--- src/rtl/axi_wr_producer_pkg.sv ---
// axi_wr_producer_pkg: shared AXI constants, command struct, FSM states and AxSIZE helper
package axi_wr_producer_pkg;
  localparam logic [1:0] AXI_BURST_INCR  = 2'b01;
  localparam logic [1:0] AXI_RESP_OKAY   = 2'b00;
  localparam logic [1:0] AXI_RESP_EXOKAY = 2'b01;
  localparam logic [1:0] AXI_RESP_SLVERR = 2'b10;
  localparam logic [1:0] AXI_RESP_DECERR = 2'b11;
  localparam int CMD_ADDR_W = 32;
  localparam int CMD_DATA_W = 32;
  typedef struct packed {
    logic [CMD_ADDR_W-1:0] addr;
    logic [7:0]            len;
    logic [CMD_DATA_W-1:0] seed;
  } axi_wr_cmd_t;
  typedef enum logic [1:0] {IDLE, XFER, RESP} prod_state_t;
  function automatic logic [2:0] axi_size(input int data_w);
    return 3'($clog2(data_w / 8));
  endfunction
endpackage

--- src/rtl/axi_wr_producer_if.sv ---
// axi_wr_producer_if: command/done port plus one AXI4 write link (AW, W, B)
//   master modport: the producer (drives cmd_ready, done_*, aw*, w*, bready)
//   slave modport : the environment (drives cmd_*, awready, wready, b*)
interface axi_wr_producer_if #(
  parameter int ADDR_W = 32,
  parameter int DATA_W = 32,
  parameter int ID_W   = 4
);
  logic              cmd_valid;
  logic              cmd_ready;
  logic [ADDR_W-1:0] cmd_addr;
  logic [7:0]        cmd_len;
  logic [DATA_W-1:0] cmd_seed;
  logic              done_valid;
  logic [1:0]        done_resp;
  logic              awvalid;
  logic              awready;
  logic [ID_W-1:0]   awid;
  logic [ADDR_W-1:0] awaddr;
  logic [7:0]        awlen;
  logic [2:0]        awsize;
  logic [1:0]        awburst;
  logic              wvalid;
  logic              wready;
  logic [DATA_W-1:0] wdata;
  logic [DATA_W/8-1:0] wstrb;
  logic              wlast;
  logic              bvalid;
  logic              bready;
  logic [ID_W-1:0]   bid;
  logic [1:0]        bresp;
  modport master (
    input  cmd_valid, cmd_addr, cmd_len, cmd_seed, awready, wready, bvalid, bid, bresp,
    output cmd_ready, done_valid, done_resp, awvalid, awid, awaddr, awlen, awsize, awburst,
           wvalid, wdata, wstrb, wlast, bready
  );
  modport slave (
    output cmd_valid, cmd_addr, cmd_len, cmd_seed, awready, wready, bvalid, bid, bresp,
    input  cmd_ready, done_valid, done_resp, awvalid, awid, awaddr, awlen, awsize, awburst,
           wvalid, wdata, wstrb, wlast, bready
  );
endinterface

--- src/rtl/axi_wr_beat_gen.sv ---
// axi_wr_beat_gen: W-beat counter, incrementing data and registered wlast
//   i_load : latch i_len/i_seed, restart beat count
//   i_adv  : one W beat accepted
//   o_len  : latched beat count minus one
//   o_wdata: current beat data, o_wlast: current beat is the last one
module axi_wr_beat_gen #(
  parameter int DATA_W = 32
) (
  input  logic              clk,
  input  logic              rst_n,
  input  logic              i_load,
  input  logic              i_adv,
  input  logic [7:0]        i_len,
  input  logic [DATA_W-1:0] i_seed,
  output logic [7:0]        o_len,
  output logic [DATA_W-1:0] o_wdata,
  output logic              o_wlast
);
  logic [7:0]        r_len;
  logic [7:0]        r_cnt;
  logic [DATA_W-1:0] r_data;
  logic              r_last;
  // wlast is precomputed one beat ahead so it stays a pure register output
  always_ff @(posedge clk or negedge rst_n) begin
    if (!rst_n) begin
      r_len  <= '0;
      r_cnt  <= '0;
      r_data <= '0;
      r_last <= 1'b0;
    end else if (i_load) begin
      r_len  <= i_len;
      r_cnt  <= '0;
      r_data <= i_seed;
      r_last <= (i_len == 8'd0);
    end else if (i_adv) begin
      r_cnt  <= r_cnt + 8'd1;
      r_data <= r_data + DATA_W'(1);
      r_last <= (r_cnt + 8'd1 == r_len);
    end
  end
  assign o_len   = r_len;
  assign o_wdata = r_data;
  assign o_wlast = r_last;
endmodule

--- src/rtl/axi_wr_producer.sv ---
// axi_wr_producer: AXI4 write initiator, one INCR burst of generated data per command
//   clk, rst_n : clock, asynchronous active-low reset
//   bus        : command/done port and AXI write link (master modport)
//   stat_clr, stat_bursts, stat_errs : saturating burst/error counters, present
//                only when AXI_WR_PRODUCER_STATS_EN is defined
module axi_wr_producer
  import axi_wr_producer_pkg::*;
#(
  parameter int ADDR_W = 32,
  parameter int DATA_W = 32,
  parameter int ID_W   = 4,
  parameter int TXN_ID = 0
) (
  input  logic        clk,
  input  logic        rst_n,
`ifdef AXI_WR_PRODUCER_STATS_EN
  input  logic        stat_clr,
  output logic [15:0] stat_bursts,
  output logic [15:0] stat_errs,
`endif
  axi_wr_producer_if.master bus
);
  prod_state_t       r_state;
  logic              r_cmd_ready;
  logic              r_awvalid;
  logic              r_wvalid;
  logic              r_bready;
  logic              r_done_valid;
  logic [1:0]        r_done_resp;
  logic              r_aw_done;
  logic              r_w_done;
  logic [ADDR_W-1:0] r_addr;
  logic              w_load;
  logic              w_aw_hs;
  logic              w_w_hs;
  logic              w_aw_done;
  logic              w_w_done;
  logic [7:0]        w_len;
  logic [DATA_W-1:0] w_wdata;
  logic              w_wlast;
  assign w_load    = (r_state == IDLE) && r_cmd_ready && bus.cmd_valid;
  assign w_aw_hs   = r_awvalid && bus.awready;
  assign w_w_hs    = r_wvalid && bus.wready;
  // done flags including this cycle's handshake, so RESP follows the last one directly
  assign w_aw_done = r_aw_done || w_aw_hs;
  assign w_w_done  = r_w_done || (w_w_hs && w_wlast);
  axi_wr_beat_gen #(.DATA_W(DATA_W)) u_beat (
    .clk    (clk),
    .rst_n  (rst_n),
    .i_load (w_load),
    .i_adv  (w_w_hs),
    .i_len  (bus.cmd_len),
    .i_seed (bus.cmd_seed),
    .o_len  (w_len),
    .o_wdata(w_wdata),
    .o_wlast(w_wlast)
  );
  always_ff @(posedge clk or negedge rst_n) begin
    if (!rst_n) begin
      r_state      <= IDLE;
      r_cmd_ready  <= 1'b1;
      r_awvalid    <= 1'b0;
      r_wvalid     <= 1'b0;
      r_bready     <= 1'b0;
      r_done_valid <= 1'b0;
      r_done_resp  <= AXI_RESP_OKAY;
      r_aw_done    <= 1'b0;
      r_w_done     <= 1'b0;
      r_addr       <= '0;
    end else begin
      r_done_valid <= 1'b0;
      case (r_state)
        IDLE: begin
          // cmd_ready re-arms one cycle after done_valid
          if (w_load) begin
            r_cmd_ready <= 1'b0;
            r_addr      <= bus.cmd_addr;
            r_awvalid   <= 1'b1;
            r_wvalid    <= 1'b1;
            r_aw_done   <= 1'b0;
            r_w_done    <= 1'b0;
            r_state     <= XFER;
          end else r_cmd_ready <= 1'b1;
        end
        XFER: begin
          if (w_aw_hs) r_awvalid <= 1'b0;
          if (w_w_hs && w_wlast) r_wvalid <= 1'b0;
          r_aw_done <= w_aw_done;
          r_w_done  <= w_w_done;
          if (w_aw_done && w_w_done) begin
            r_bready <= 1'b1;
            r_state  <= RESP;
          end
        end
        RESP: begin
          if (bus.bvalid) begin
            r_bready     <= 1'b0;
            r_done_valid <= 1'b1;
            r_done_resp  <= (bus.bid != ID_W'(TXN_ID)) ? AXI_RESP_SLVERR : bus.bresp;
            r_state      <= IDLE;
          end
        end
        default: r_state <= IDLE;
      endcase
    end
  end
  assign bus.cmd_ready  = r_cmd_ready;
  assign bus.done_valid = r_done_valid;
  assign bus.done_resp  = r_done_resp;
  assign bus.awvalid    = r_awvalid;
  assign bus.awid       = ID_W'(TXN_ID);
  assign bus.awaddr     = r_addr;
  assign bus.awlen      = w_len;
  assign bus.awsize     = axi_size(DATA_W);
  assign bus.awburst    = AXI_BURST_INCR;
  assign bus.wvalid     = r_wvalid;
  assign bus.wdata      = w_wdata;
  assign bus.wstrb      = '1;
  assign bus.wlast      = w_wlast;
  assign bus.bready     = r_bready;
`ifdef AXI_WR_PRODUCER_STATS_EN
  logic [15:0] r_bursts;
  logic [15:0] r_errs;
  always_ff @(posedge clk or negedge rst_n) begin
    if (!rst_n) begin
      r_bursts <= '0;
      r_errs   <= '0;
    end else if (stat_clr) begin
      r_bursts <= '0;
      r_errs   <= '0;
    end else if (r_done_valid) begin
      if (r_bursts != 16'hFFFF) r_bursts <= r_bursts + 16'd1;
      if (r_done_resp != AXI_RESP_OKAY && r_errs != 16'hFFFF) r_errs <= r_errs + 16'd1;
    end
  end
  assign stat_bursts = r_bursts;
  assign stat_errs   = r_errs;
`endif
endmodule
--- src/flat_wrapper.sv ---
// flat-port wrapper written by rule: the top's interface ports become plain ports
module axi_wr_producer_flat import axi_wr_producer_pkg::*;
#(
  parameter int ADDR_W = 32,
  parameter int DATA_W = 32,
  parameter int ID_W   = 4,
  parameter int TXN_ID = 0
)
  (clk, rst_n, bus_cmd_valid, bus_cmd_addr, bus_cmd_len, bus_cmd_seed, bus_awready, bus_wready, bus_bvalid, bus_bid, bus_bresp, bus_cmd_ready, bus_done_valid, bus_done_resp, bus_awvalid, bus_awid, bus_awaddr, bus_awlen, bus_awsize, bus_awburst, bus_wvalid, bus_wdata, bus_wstrb, bus_wlast, bus_bready);
  axi_wr_producer_if #(.ADDR_W(ADDR_W), .DATA_W(DATA_W), .ID_W(ID_W)) bus_i ();
  input  logic clk;
  input  logic rst_n;
  input wire logic [$bits(bus_i.cmd_valid)-1:0] bus_cmd_valid;
  input wire logic [$bits(bus_i.cmd_addr)-1:0] bus_cmd_addr;
  input wire logic [$bits(bus_i.cmd_len)-1:0] bus_cmd_len;
  input wire logic [$bits(bus_i.cmd_seed)-1:0] bus_cmd_seed;
  input wire logic [$bits(bus_i.awready)-1:0] bus_awready;
  input wire logic [$bits(bus_i.wready)-1:0] bus_wready;
  input wire logic [$bits(bus_i.bvalid)-1:0] bus_bvalid;
  input wire logic [$bits(bus_i.bid)-1:0] bus_bid;
  input wire logic [$bits(bus_i.bresp)-1:0] bus_bresp;
  output wire logic [$bits(bus_i.cmd_ready)-1:0] bus_cmd_ready;
  output wire logic [$bits(bus_i.done_valid)-1:0] bus_done_valid;
  output wire logic [$bits(bus_i.done_resp)-1:0] bus_done_resp;
  output wire logic [$bits(bus_i.awvalid)-1:0] bus_awvalid;
  output wire logic [$bits(bus_i.awid)-1:0] bus_awid;
  output wire logic [$bits(bus_i.awaddr)-1:0] bus_awaddr;
  output wire logic [$bits(bus_i.awlen)-1:0] bus_awlen;
  output wire logic [$bits(bus_i.awsize)-1:0] bus_awsize;
  output wire logic [$bits(bus_i.awburst)-1:0] bus_awburst;
  output wire logic [$bits(bus_i.wvalid)-1:0] bus_wvalid;
  output wire logic [$bits(bus_i.wdata)-1:0] bus_wdata;
  output wire logic [$bits(bus_i.wstrb)-1:0] bus_wstrb;
  output wire logic [$bits(bus_i.wlast)-1:0] bus_wlast;
  output wire logic [$bits(bus_i.bready)-1:0] bus_bready;
  assign bus_i.cmd_valid = bus_cmd_valid;
  assign bus_i.cmd_addr = bus_cmd_addr;
  assign bus_i.cmd_len = bus_cmd_len;
  assign bus_i.cmd_seed = bus_cmd_seed;
  assign bus_i.awready = bus_awready;
  assign bus_i.wready = bus_wready;
  assign bus_i.bvalid = bus_bvalid;
  assign bus_i.bid = bus_bid;
  assign bus_i.bresp = bus_bresp;
  assign bus_cmd_ready = bus_i.cmd_ready;
  assign bus_done_valid = bus_i.done_valid;
  assign bus_done_resp = bus_i.done_resp;
  assign bus_awvalid = bus_i.awvalid;
  assign bus_awid = bus_i.awid;
  assign bus_awaddr = bus_i.awaddr;
  assign bus_awlen = bus_i.awlen;
  assign bus_awsize = bus_i.awsize;
  assign bus_awburst = bus_i.awburst;
  assign bus_wvalid = bus_i.wvalid;
  assign bus_wdata = bus_i.wdata;
  assign bus_wstrb = bus_i.wstrb;
  assign bus_wlast = bus_i.wlast;
  assign bus_bready = bus_i.bready;
  axi_wr_producer #(.ADDR_W(ADDR_W), .DATA_W(DATA_W), .ID_W(ID_W), .TXN_ID(TXN_ID)) u_core (.clk(clk), .rst_n(rst_n), .bus(bus_i));
endmodule
--- config.mk ---
export PLATFORM = sky130hd
export DESIGN_NAME = axi_wr_producer_flat
export DESIGN_NICKNAME = d
export VERILOG_FILES = /design/src/rtl/axi_wr_producer_pkg.sv /design/src/rtl/axi_wr_producer_if.sv /design/src/rtl/axi_wr_beat_gen.sv /design/src/rtl/axi_wr_producer.sv /design/src/flat_wrapper.sv
export SDC_FILE = /design/constraint.sdc
export NUM_CORES = 1
export LEC_CHECK = 0
export ABC_AREA = 0
export CAP_MARGIN = 10
export CORE_UTILIZATION = 29
export CTS_CLUSTER_SIZE = 20
export DETAILED_ROUTE_END_ITERATION = 10
export GPL_TIMING_DRIVEN = 0
export HOLD_SLACK_MARGIN = 0.15
export PLACE_DENSITY = 0.62
export SKIP_LAST_GASP = 1
export SLEW_MARGIN = 25
export SYNTH_ARGS = -nofsm -noshare
export SYNTH_HDL_FRONTEND = slang
export SYNTH_SLANG_ARGS = --single-unit
--- constraint.sdc ---
create_clock -name clk -period 2.71 [get_ports clk]
set_input_delay 0.4065 -clock clk [delete_from_list [all_inputs] [get_ports clk]]
set_output_delay 0.4065 -clock clk [all_outputs]
set_load 0.02 [all_outputs]
Yosys cells after proc, flatten, opt, wreduce, memory -nomap -nowiden
Cells that the tools add are included.
{ "totals": {"reg_bits": 92, "latch_bits": 0, "ram_bits": 0, "romBits": 0, "memories": 0} }
{ "classes": {"n_addsub": 2, "multipliers": 0, "n_div": 0, "order_cmp": 0, "eq_ne": 8, "shifts": 0, "mux": 25, "n_bitwise": 0, "reduce_logical": 21} }
{ "ops": {"columns": ["operator", "count"], "rows": [
  ["$mux W32", 2],
  ["$add A32 B1 Y32 const B", 1],
  ["$mux W8", 2],
  ["$reduce_and A3 Y1", 4],
  ["$mux W1", 11],
  ["$pmux W1 S2", 5],
  ["$add A8 B1 Y8 const B", 1],
  ["$eq A8 B8 Y1", 1],
  ["$logic_not A8 Y1", 1],
  ["$mux W2", 4],
  ["$logic_and A1 B1 Y1", 6],
  ["$ne A2 B1 Y1 const B", 3],
  ["$pmux W2 S3", 1],
  ["$reduce_and A2 Y1", 3],
  ["$reduce_bool A2 Y1", 3],
  ["$ne A2 B2 Y1 const B", 2],
  ["$reduce_bool A4 Y1", 1],
  ["$eq A2 B1 Y1 const B", 1],
  ["$eq A2 B2 Y1 const B", 1],
  ["$logic_not A2 Y1", 1],
  ["$logic_or A1 B1 Y1", 2]
]} }

Logic depth before layout (Yosys ltp)
{ "depth": {"word_depth": 6, "ltp_mapped": 7, "ltp_nobuf": 6} }

Modules after synthesis
Synthesis repeated with hierarchy kept, for this count alone.
{ "unflattened": {"hier_cells": 424, "hier_area_um2": 4571.9} }
{ "modules_own_cells": {"columns": ["mod", "n_inst", "cells_per_inst", "area_each_um2"], "rows": [
  ["axi_wr_beat_gen", 1, 300, 2806.4],
  ["axi_wr_producer", 1, 124, 1765.4]
]} }

Worst setup path before layout
OpenSTA, ideal clock, no wires.
{ "synth_timing": {"kind": "reg2reg", "startpoint": "reg u_core.u_beat.r_data[3] (netlist: u_core.u_beat.o_wdata[3])", "endpoint": "reg u_core.u_beat.r_data[31] (netlist: u_core.u_beat.o_wdata[31])", "arrival_ns": 1.746, "required_time_ns": 2.583, "path_slack_ns": 0.837, "path_stages_with_launch": 6, "n_path_buf": 0, "synth_period_minus_slack_ns": 1.873, "path_cell_list": "dfrtp_1 nand3_1 or4_4 nor4_2 nor2_1 nand3b_1"} }
{ "synth_between": {"elab_chain_cells": 3} }
{ "synth_lines": {"columns": ["element", "line", "source"], "rows": [
  ["from (decl)", "axi_wr_beat_gen.sv:21", "logic [DATA_W-1:0] r_data;"],
  ["from (signal assigned)", "axi_wr_beat_gen.sv:33", "r_data <= i_seed;"],
  ["from (signal assigned)", "axi_wr_beat_gen.sv:37", "r_data <= r_data + DATA_W'(1);"],
  ["$add A32 B1 Y32", "axi_wr_beat_gen.sv:37", null],
  ["$mux W32", "axi_wr_beat_gen.sv:35", "end else if (i_adv) begin"],
  ["$mux W32", "axi_wr_beat_gen.sv:30", "end else if (i_load) begin"]
]} }
Every way passes these cells. The select of a mux whose other input is x is not followed.
A chain may end at the register's enable or synchronous reset.

Worst setup path after layout
{ "layout_timing": {"startpoint": "reg u_core.r_state[0]", "endpoint": "reg u_core.r_addr[19] (netlist: u_core.bus.awaddr[19])"} }
{ "layout_between": {"elab_chain_cells": 4} }
{ "layout_lines": {"columns": ["element", "line", "source"], "rows": [
  ["from (decl)", "axi_wr_producer.sv:23", "prod_state_t r_state;"],
  ["from (signal assigned)", "axi_wr_producer.sv:60", "r_state <= IDLE;"],
  ["from (signal assigned)", "axi_wr_producer.sv:82", "r_state <= XFER;"],
  ["from (signal assigned)", "axi_wr_producer.sv:92", "r_state <= RESP;"],
  ["$logic_not A2 Y1 (*)", "axi_wr_producer.sv:41, axi_wr_producer.sv:72", null],
  ["$logic_and A1 B1 Y1 (2 in a row)", "axi_wr_producer.sv:41", "assign w_load = (r_state == IDLE) && r_cmd_ready && bus.cmd_valid;"],
  ["$reduce_and A2 Y1 (no source line) (*)", null, null],
  ["to (signal assigned)", "axi_wr_producer.sv:77", "r_addr <= bus.cmd_addr;"],
  ["to (decl)", "axi_wr_producer.sv:32", "logic [ADDR_W-1:0] r_addr;"]
]} }
Mark *: on every way between the ends. The rest lies on a longest branch, timed or not.

==> results.py <==
metrics = {
    "run_status": {
        "outcome": "completed",
    },
    "worst_setup_path": {
        "critPathRequiredTime_ps": 3000,
        "crit_fanout": 10,
        "r2r_start": "u_core.r_state[0]",
        "cp_cell_sequence": "nor2_1 > and3_1 > buf_2 > clkbuf_1 > clkbuf_1 > nand2_1 > nand2_1",
        "arrival_ps": 2490,
        "max_stage_delay_ps": 470,
        "crit_slowest_cell": "clkbuf_1",
        "r2r_end": "u_core.bus.awaddr[19]",
        "cp-end-kind": "flip-flop",
        "crit_type": "reg2reg",
        "reg2reg_slack_ps": 510,
        "worstSetupStartpointType": "flip-flop",
        "r2r_cells": 7,
    },
    "global_routing": {
        "grt_overflow": 0,
        "grt_pass1_wl_um": 20900,
        "antenna_found_initial": 0,
        "grt_use_total_pct": 16.7,
        "grt_max_degree": 53,
        "grt_pass1_vias": 4153,
    },
    "routing": {
        "wl_per_cell_um": 14.7,
        "routed_wl_um": 13100,
        "antenna_left": 0,
        "drc": 0,
        "drt-pass1-iter-count": 4,
        "num_vias": 4146,
        "via_per_inst": 4.66,
        "first_iter_violations": 199,
    },
    "sta": {
        "holdWs_ps": 481,
        "grt_setup_unrepaired": "no",
        "postLayoutSetupSlackWorst_ps": 514,
        "fin_crit_ps": 2200,
        "slew_violations": 0,
        "hold_violations": 0,
        "fin_crit_sh_pct": 81.0,
        "setup_viol": 0,
        "fin_skew_ps": 8.16,
        "tightest_slew_ps": 635,
        "fmax_mhz": 455,
        "maxSlewHeadroom_pct": 57.7,
    },
    "finish": {
        "drive_gt1_share_pct": 6.41,
        "layout.nets": 784,
        "post-route-util_pct": 44.6,
        "fin_area_um2": 6770,
        "fillCellCount": 1468,
        "area_delta_synth_final_pct": 49.9,
        "antennaDiodeCount": 0,
    },
    "min_path": {
        "hold_path.startpoint": "u_core.bus.awaddr[24]",
        "min_path_cells": 2,
        "hp-class": "reg2reg",
        "min_to": "u_core.bus.awaddr[24]",
    },
    "logic_synthesis": {
        "synth_area_um2": 4520,
        "synth_edf_count": 0,
        "ys_ff_latch": 92,
        "avgSynthCellArea_um2": 8.84,
        "synth-async-reset-ratio_pct": 100,
        "ys.flop_type": "dfrtp_1",
        "synth_warnings": 0,
        "yosysUniqueCellTypes": 42,
        "syn_inst": 511,
        "yosysSeqAreaShare_pct": 51.0,
    },
    "clock_tree": {
        "tritoncts": "done",
        "ctsResizeCount": 0,
        "clock-root-buffer": "clkbuf_16",
        "cts_htree_levels": 3,
        "clk_path_buf_depth": 2,
        "cts_hold_buf": 1,
        "cts_made_buffers": 9,
        "cts_sinks": 92,
        "clock_latency_ps": 350,
        "post_cts_buffers": 0,
        "clkTransAtPathRegs_ps": 70,
    },
    "floorplanning": {
        "ios": 177,
        "design.core.area_um2": 15200,
        "num_rows": 45,
        "initial_core_util_pct": 29.7,
        "dieWidth_um": 127,
        "die_y_um": 127,
        "die_area_um2": 16100,
    },
    "placement": {
        "placed_cell_area_um2": 6450,
        "port_buffers": 163,
        "place_ws_ps": 183,
        "gp_congestion": 0.778,
        "post-dp-hpwl_um": 9660,
    },
    "pwr": {
        "leakagePower_nw": 2.86,
        "total_power_w": 0.00716,
        "irDropWorstVdd_mv": 0.577,
        "p_per_area_nw_per_um2": 1060,
    },
    "run": {
        "max-cap-violations": 0,
    },
}
-- sequential cells by signal, summed over array words and instances, names as in the netlist --
| signal | cells |
|---|---|
| u_core.bus.wvalid | 1 |
| u_core.bus.done_resp | 2 |
| u_core.bus.bready | 1 |
| u_core.bus.done_valid | 1 |
| u_core.u_beat.o_len | 8 |
| u_core.r_aw_done | 1 |
| u_core.bus.awvalid | 1 |
| u_core.r_w_done | 1 |
| u_core.u_beat.o_wdata | 32 |
| u_core.u_beat.r_cnt | 8 |
| u_core.bus.cmd_ready | 1 |
| u_core.bus.awaddr | 32 |
| u_core.u_beat.o_wlast | 1 |
| u_core.r_state | 2 |
-- logic make-up after synthesis --
family          Yosys count  synth area share (%)
other cells               2                 0.166
mux                       2                 0.471
xor+xnor                 43                  8.34
flops                    92                  51.0
buf+inv                  41                  4.65
compound gates           57                  6.90
simple gates            272                  27.9
fa+ha+maj                 2                 0.554
-- cells in the final DEF, fill, tap and decap left out, types with 3 or more instances in the layout --
cell	count
clkbuf_16	9
xnor2_1	29
a21oi_1	10
inv_1	6
nand4_1	11
clkbuf_1	20
xor2_1	14
buf_2	3
nand2_1	174
nor2_1	24
nand3_1	15
and2_1	3
conb_1	13
or3_1	3
nor4_1	9
nor4_2	3
buf_4	14
o21ai_1	7
nor3_1	6
dfrtp_1	91
nand3b_1	3
a31oi_1	4
clkdlybuf4s50_1	162
o21ai_0	29
and3_1	8
-- metrics by stage --
step | cells | setup TNS (ps)
after floorplan | 522 | 0
after global placement | 873 | -206820
after detailed placement | 874 | 0
after CTS | 890 | 0
after global routing | 890 | 0
final | 890 | 0
-- cell usage after synthesis (4+ instances only) --
cell      count  area (um^2)
and3_1        8         50.1
a31oi_1       4         25.0
o21ai_0      29          145
xor2_1       14          123
clkbuf_1     18         67.6
nor4_1        9         56.3
xnor2_1      29          254
dfrtp_1      91         2280
buf_4        14          105
nand3_1      15         75.1
o21ai_1       7         35.0
nand4_1      11         68.8
nor3_1        6         30.0
inv_1         6         22.5
nor2_1       24         90.1
nand2_1     174          653
a21oi_1      10         50.1
-- how the worst max path moves through the flow --
stage                                   from                         to  cells past startpoint
global placement                       rst_n      u_core.bus.awaddr[16]                      1
floorplan           u_core.u_beat.o_wdata[3]  u_core.u_beat.o_wdata[31]                      5
global route               u_core.r_state[0]      u_core.bus.awaddr[22]                      7
detailed placement             bus_cmd_valid      u_core.bus.awaddr[19]                      7
CTS                        u_core.r_state[1]      u_core.bus.awaddr[19]                      7
finish                     u_core.r_state[0]      u_core.bus.awaddr[19]                      7
-- final cells by class --
class,count,area (um^2),share of cell area [%]
sequential,92,2300,34.0
clock inverter,4,75.1,1.11
tap,188,235,3.47
inverter,6,22.5,0.333
buffer,35,188,2.77
timing repair buffer,165,1670,24.7
multi-input combinational,389,2050,30.2
clock buffer,11,233,3.44
-- per-layer routing --
layer  up-vias  global-route usage, %  share of wire, %
li1       2048                      -                 -
met1      1951                   20.4                45
met2       133                   27.4                47
met3        14                   5.65               7.2
met4         0                   5.53               1.3
met5         -                      0                 0
-- worst max-delay path, delay by kind of cell, from the launching register on --
| family | cells | cell delay (ps) |
|---|---|---|
| buffers and inverters | 3 | 1160 |
| AND/OR/NAND/NOR | 4 | 540 |
| flip-flops | 1 | 430 |
-- power breakdown --
group	internal [W]	switching, W
registers	0.00196	0.000590
logic	0.00155	0.00172
clock network	0.000804	0.000535
total	0.00432	0.00284
Note: power is estimated with default switching activity, not from simulation.
